## src/rtl/fetch_pkg.sv

```systemverilog
// Shared fetch-stage types and constants.
// No logic; definitions only.
// Not applicable.
package fetch_pkg;

    // Default instruction / address width.
    localparam int FETCH_WIDTH = 16;

    // One buffered entry carries the instruction word plus its address.
    localparam int FETCH_ENTRY_W = 2 * FETCH_WIDTH;

    // Fetch sequencer states.
    typedef enum logic [1:0] {
        BOOT  = 2'd0,
        ISSUE = 2'd1,
        WAIT  = 2'd2
    } fetch_state_e;

endpackage

```

## src/rtl/fetch_fifo.sv

```systemverilog
// Instruction buffer: DEPTH-entry synchronous FIFO with flush.
// Latency: a push is visible at the head on the cycle after the write edge.
// Backpressure: none internally; the caller guarantees no push when full and no pop when empty.
module fetch_fifo
    import fetch_pkg::*;
#(
    parameter int W     = FETCH_ENTRY_W,
    parameter int DEPTH = 2
) (
    input  logic                   clk,
    input  logic                   rst_ni,
    input  logic                   push_i,
    input  logic [W-1:0]           push_dat_i,
    input  logic                   pop_i,
    input  logic                   flush_i,
    output logic [W-1:0]           head_dat_o,
    output logic [$clog2(DEPTH):0] count_o
);

    localparam int PTR_W = $clog2(DEPTH);
    localparam int CNT_W = PTR_W + 1;

    logic [W-1:0]     mem_q [DEPTH];
    logic [PTR_W-1:0] wr_ptr_q;
    logic [PTR_W-1:0] rd_ptr_q;
    logic [CNT_W-1:0] count_q;
    logic             do_push;
    logic             do_pop;

    // Flush wins over both push and pop.
    assign do_push = push_i && !flush_i;
    assign do_pop  = pop_i  && !flush_i;

    // Storage array is data-only, so it carries no reset.
    always_ff @(posedge clk) begin
        if (do_push) begin
            mem_q[wr_ptr_q] <= push_dat_i;
        end
    end

    // Pointers wrap naturally because DEPTH is a power of two.
    always_ff @(posedge clk or negedge rst_ni) begin
        if (!rst_ni) begin
            wr_ptr_q <= '0;
            rd_ptr_q <= '0;
            count_q  <= '0;
        end else if (flush_i) begin
            wr_ptr_q <= '0;
            rd_ptr_q <= '0;
            count_q  <= '0;
        end else begin
            if (do_push) begin
                wr_ptr_q <= wr_ptr_q + PTR_W'(1);
            end
            if (do_pop) begin
                rd_ptr_q <= rd_ptr_q + PTR_W'(1);
            end
            case ({do_push, do_pop})
                2'b10:   count_q <= count_q + CNT_W'(1);
                2'b01:   count_q <= count_q - CNT_W'(1);
                default: count_q <= count_q;
            endcase
        end
    end

    assign head_dat_o = mem_q[rd_ptr_q];
    assign count_o    = count_q;

endmodule

```

## src/rtl/fetch_unit.sv

```systemverilog
// Instruction fetch: drives PC controls, one outstanding imem request, buffers words for decode.
// Latency: request 1 cycle after BOOT; ir_valid rises the cycle after imem_rvalid.
// Backpressure: stops requesting while buffered + outstanding reaches DEPTH; holds req/addr until gnt.
module fetch_unit
    import fetch_pkg::*;
#(
    parameter int WIDTH = FETCH_WIDTH,
    parameter int DEPTH = 2
) (
    input  logic             clk,
    input  logic             reset,
    input  logic [WIDTH-1:0] pc_q,
    output logic             pc_rst,
    output logic             pc_load,
    output logic             pc_inc,
    output logic [WIDTH-1:0] pc_d,
    output logic             imem_req,
    output logic [WIDTH-1:0] imem_addr,
    input  logic             imem_gnt,
    input  logic             imem_rvalid,
    input  logic [WIDTH-1:0] imem_rdata,
    input  logic             redirect,
    input  logic [WIDTH-1:0] redirect_addr,
    output logic             ir_valid,
    output logic [WIDTH-1:0] ir_data,
    output logic [WIDTH-1:0] ir_pc,
    input  logic             ir_ready
);

    localparam int CNT_W = $clog2(DEPTH) + 1;

    fetch_state_e     state_q, state_d;
    logic             outstanding_q, outstanding_d;
    logic             discard_q, discard_d;
    logic [WIDTH-1:0] pend_pc_q, pend_pc_d;

    logic [CNT_W-1:0] fifo_count;
    logic [CNT_W:0]   occupancy;
    logic             has_space;
    logic             push;
    logic             flush;
    logic             pop;

    // A granted request always has a reserved slot, so a response never overflows.
    assign occupancy = {1'b0, fifo_count} + {{CNT_W{1'b0}}, outstanding_q};
    assign has_space = occupancy < (CNT_W+1)'(DEPTH);

    assign imem_addr = pc_q;
    assign ir_valid  = (fifo_count != '0);
    assign pop       = ir_valid && ir_ready;

    // Sequencer state and fetch bookkeeping.
    always_ff @(posedge clk or negedge reset) begin
        if (!reset) begin
            state_q       <= BOOT;
            outstanding_q <= 1'b0;
            discard_q     <= 1'b0;
            pend_pc_q     <= '0;
        end else begin
            state_q       <= state_d;
            outstanding_q <= outstanding_d;
            discard_q     <= discard_d;
            pend_pc_q     <= pend_pc_d;
        end
    end

    // Next state and PC/imem controls; redirect outranks grant and response.
    always_comb begin
        state_d       = state_q;
        outstanding_d = outstanding_q;
        discard_d     = discard_q;
        pend_pc_d     = pend_pc_q;
        pc_rst        = 1'b0;
        pc_load       = 1'b0;
        pc_inc        = 1'b0;
        pc_d          = '0;
        imem_req      = 1'b0;
        push          = 1'b0;
        flush         = 1'b0;
        case (state_q)
            BOOT: begin
                pc_rst  = 1'b1;
                state_d = ISSUE;
            end
            ISSUE: begin
                if (redirect) begin
                    pc_load = 1'b1;
                    pc_d    = redirect_addr;
                    flush   = 1'b1;
                end else if (has_space) begin
                    imem_req = 1'b1;
                    if (imem_gnt) begin
                        pc_inc        = 1'b1;
                        pend_pc_d     = pc_q;
                        outstanding_d = 1'b1;
                        state_d       = WAIT;
                    end
                end
            end
            WAIT: begin
                if (redirect) begin
                    pc_load = 1'b1;
                    pc_d    = redirect_addr;
                    flush   = 1'b1;
                    if (imem_rvalid) begin
                        // The response lands now and is simply dropped.
                        outstanding_d = 1'b0;
                        discard_d     = 1'b0;
                        state_d       = ISSUE;
                    end else begin
                        // Still in flight: mark it stale so its response is dropped later.
                        discard_d = outstanding_q;
                    end
                end else if (imem_rvalid && outstanding_q) begin
                    push          = !discard_q;
                    outstanding_d = 1'b0;
                    discard_d     = 1'b0;
                    state_d       = ISSUE;
                end
            end
            default: begin
                state_d = BOOT;
            end
        endcase
    end

    fetch_fifo #(
        .W     (2 * WIDTH),
        .DEPTH (DEPTH)
    ) u_fifo (
        .clk        (clk),
        .rst_ni     (reset),
        .push_i     (push),
        .push_dat_i ({imem_rdata, pend_pc_q}),
        .pop_i      (pop),
        .flush_i    (flush),
        .head_dat_o ({ir_data, ir_pc}),
        .count_o    (fifo_count)
    );

endmodule

```

## config.mk

```make
export PLATFORM = sky130hd
export DESIGN_NAME = fetch_unit
export DESIGN_NICKNAME = d
export VERILOG_FILES = /design/src/rtl/fetch_pkg.sv /design/src/rtl/fetch_fifo.sv /design/src/rtl/fetch_unit.sv
export SDC_FILE = /design/constraint.sdc
export NUM_CORES = 1
export LEC_CHECK = 0
export BUFFER_PORTS_ARGS = -buffer_cell sky130_fd_sc_hd__buf_4
export CORE_MARGIN = 5
export CORE_UTILIZATION = 46
export CTS_CLUSTER_DIAMETER = 120
export DETAILED_ROUTE_END_ITERATION = 10
export PLACE_DENSITY = 0.76
export SKIP_LAST_GASP = 1
export SLEW_MARGIN = 20
export SYNTH_ARGS = -nofsm -noshare
export SYNTH_HDL_FRONTEND = slang
export SYNTH_HIERARCHICAL = 1
export SYNTH_SLANG_ARGS = --single-unit
export TNS_END_PERCENT = 20
```

## constraint.sdc

```tcl
create_clock -name clk -period 4.13 [get_ports clk]
set_clock_uncertainty 0.2 [all_clocks]
set_input_delay 0.413 -clock clk [delete_from_list [all_inputs] [get_ports clk]]
set_output_delay 0.413 -clock clk [all_outputs]
set_load 0.01 [all_outputs]
```

==> reports/qor.yml <==
root_buffer: "clkbuf_8"
finalHoldViolations: 0
post-route-min-period_ps: 2680
ys_seq_area_frac: 0.646
final_layout_size_suffix_gt1_frac: 0.540
hold_class: "in -> reg"
wirelength_um: 7130
min_period_over_period: 0.648
outcome: "finished clean"
leakage_nw: 2.16
start_util: 0.473
dpl.hpwl_um: 5070
die_area_um2: 10400
syn_area_um2: 3900
rsz0062_at_grt: "false"
fmax_ghz: 0.374
ys_ff_latch: 88
dr_total_vias: 2201
crit_arrival_ps: 2460
die_h_um: 102
critPathLaunch: "state_q[0]$_DFFE_PN0P_"
critPathRequiredTime_ps: 3910
relSlewSlack: 0.312
peakVddDrop_mv: 0.278
hp-start: "imem_rdata[2]"
viasPerCell: 4.88
grt_max_degree: 34
num-fill-cells: 663
core_um2: 8260
grt_pass1_vias: 2299
yosys_warnings: 6
worstSetupPathType: "reg -> reg"
cpPeakStageDelay_ps: 810
clkTransAtPathRegs_ps: 90
first_pass_iters: 4
fin_util: 0.601
antenna_found_initial: 0
cp_slowest_cell: "and3b_2"
tightest_slew_ps: 1030
synth.distinct_cells: 36
slew_violations: 0
h-tree-depth: 3
fin_setup_tns_ps: 0
ios: 123
cts_tree: "yes"
areaGrowthSynthToFinish_pct: 27.1
rr_startpoint: "state_q[0]$_DFFE_PN0P_"
regArea_um2: 2520
numCtsBuffers: 9
avgSynthCellArea_um2: 17.0
clk_latency_ps: 350
die_w_um: 102
overflow: 0
port-buffer-count: 122
num_rows: 33
cp-start-kind: "register"
endpoint_kind: "register"
initialDrtViolationCount: 62
powerDensity_nw_per_um2: 558
gp_congestion: 0.774
cap_violations: 0
wl_per_cell_um: 15.8
grtUsageTotal: 0.139
multi_input_comb_area_um2: 1170
grt_pass1_wl_um: 10900
setup_viol: 0
diodes: 0
drc: 0
drtAntennaViolNets: 0
clockBufferDepth: 2
r2r_cells: 4
path_cells: "inv_1, ha_1, and2_1, and3b_2"
critPathMaxFanout: 32
holdPathStages: 1
synthCells: 230
post_cts_buffers: 0
nets: 401
mappedNetlistNets: 290
clock-sinks: 88
through the flow:
| step | cells | total power [mW] | worst slack, ps | cell area (um^2) | hold slack [ps] |
|---|---|---|---|---|---|
| final | 451 | 2.77 | 1450 | 4960 | 39.4 |
| after global routing | 451 | 2.94 | 1310 | 4960 | 8.56 |
| after CTS | 451 | 2.81 | 1410 | 4960 | 24.3 |
| after detailed placement | 434 | 2.28 | 1420 | 4770 | 144 |
| after global placement | 434 | 2.25 | 1520 | 4770 | 142 |
| after floorplan | 230 | 1.93 | 709 | 3910 | -82.6 |
kinds of logic (layout without fill, tap and decap cells):
| family | after synthesis | after routing | share of synthesized area |
|---|---|---|---|
| flops | 88 | 88 | 0.646 |
| fa+ha+maj | 6 | 6 | 0.0192 |
| buf+inv | 29 | 145 | 0.0570 |
| simple gates | 39 | 39 | 0.0641 |
| compound gates | 15 | 15 | 0.0260 |
| mux | 50 | 50 | 0.181 |
| xor+xnor | 3 | 3 | 0.00673 |
path summary, 6_finish.rpt:
path / to / slack, ps
max reg2reg: u_fifo/mem_q[1][10]$_DFFE_PP_ / 1450
min in group asynchronous: pend_pc_q[8]$_DFFE_PN0P_ / 300
max: u_fifo/mem_q[1][10]$_DFFE_PP_ / 1450
min reg2reg: u_fifo/mem_q[0][14]$_DFFE_PP_ / 260
min: u_fifo/mem_q[0][18]$_DFFE_PP_ / 40
max in group asynchronous: u_fifo/rd_ptr_q$_DFFE_PN0P_ / 3170
layer usage:
layer / wire length (um) / vias to the layer above / global-route usage
met5: 0 / - / 0
met4: 71 / 0 / 0.0424
met3: 683 / 7 / 0.0587
met2: 3390 / 98 / 0.225
met1: 2980 / 1034 / 0.169
li1: - / 1062 / -
report_power, final:
part	internal, mW	leakage (nW)	switching (mW)	total (mW)
Combinational	0.573	1.21	0.371	0.944
Clock	0.224	0.0838	0.303	0.528
Sequential	1.12	0.869	0.175	1.30
Total	1.92	2.16	0.850	2.77
what timing repair did:
item	in CTS	in global routing
hold buffers	1	0
gates resized for setup	0	0
hold endpoints to repair	24	0
registers in the layout, indices dropped and copies added (netlist names):
name / count
discard_q: 1
state_q: 2
u_fifo/mem_q: 64
pend_pc_q: 16
outstanding_q: 1
u_fifo/count_o: 2
u_fifo/rd_ptr_q: 1
u_fifo/wr_ptr_q: 1
final cells by class:
| type | instances | area share |
|---|---|---|
| Sequential cell | 88 | 0.508 |
| Tap cell | 105 | 0.0265 |
| Clock inverter | 7 | 0.0113 |
| Clock buffer | 9 | 0.0250 |
| Timing Repair Buffer | 125 | 0.190 |
| Inverter | 4 | 0.00302 |
| Multi-Input combinational cell | 113 | 0.236 |
cell usage after synthesis (all sizes together):
library cell / n / area [um^2]
edfxtp: 64 / 1920
mux2: 48 / 687
dfrtp: 24 / 601
buf: 22 / 196
and3: 16 / 100
ha: 6 / 75.1
a21oi: 5 / 28.8
nor2: 5 / 18.8
o21ai: 5 / 25.0
inv: 4 / 15.0
and2: 3 / 18.8
and3b: 3 / 26.3
clkbuf: 3 / 11.3
nor3b: 3 / 27.5
mux2i: 2 / 20.0
nand2: 2 / 7.51
nor3: 2 / 15.0
xnor2: 2 / 17.5
a221oi: 1 / 15.0
a22o: 1 / 8.76
and4: 1 / 8.76
nand2b: 1 / 6.26
nor2b: 1 / 6.26
nor4b: 1 / 8.76
o21bai: 1 / 7.51
o221ai: 1 / 8.76
o31ai: 1 / 7.51
or2: 1 / 6.26
xor2: 1 / 8.76
cells in the final DEF, fill, tap and decap left out, types with 2 or more instances in the layout:
cell type / netlist / layout
dfrtp_1: 24 / 23
nor2_1: 5 / 5
clkbuf_8: 0 / 9
xnor2_1: 2 / 2
inv_1: 4 / 4
edfxtp_1: 64 / 64
clkinvlp_4: 0 / 3
nand2_1: 2 / 2
mux2i_1: 2 / 2
ha_1: 6 / 6
and3_1: 16 / 16
o21ai_0: 4 / 4
buf_4: 16 / 124
and2_1: 3 / 3
and3b_1: 3 / 2
a21oi_1: 4 / 4
mux2_1: 9 / 9
mux2_4: 39 / 39
critical path, delay by kind of cell, from the launching register on:
family	cells	cell delay, ps
adder cells (fa/ha/maj)	1	460
buffers and inverters	1	100
flip-flops	1	410
AND/OR/NAND/NOR	2	1120
Power figures use the tool's default switching activity.
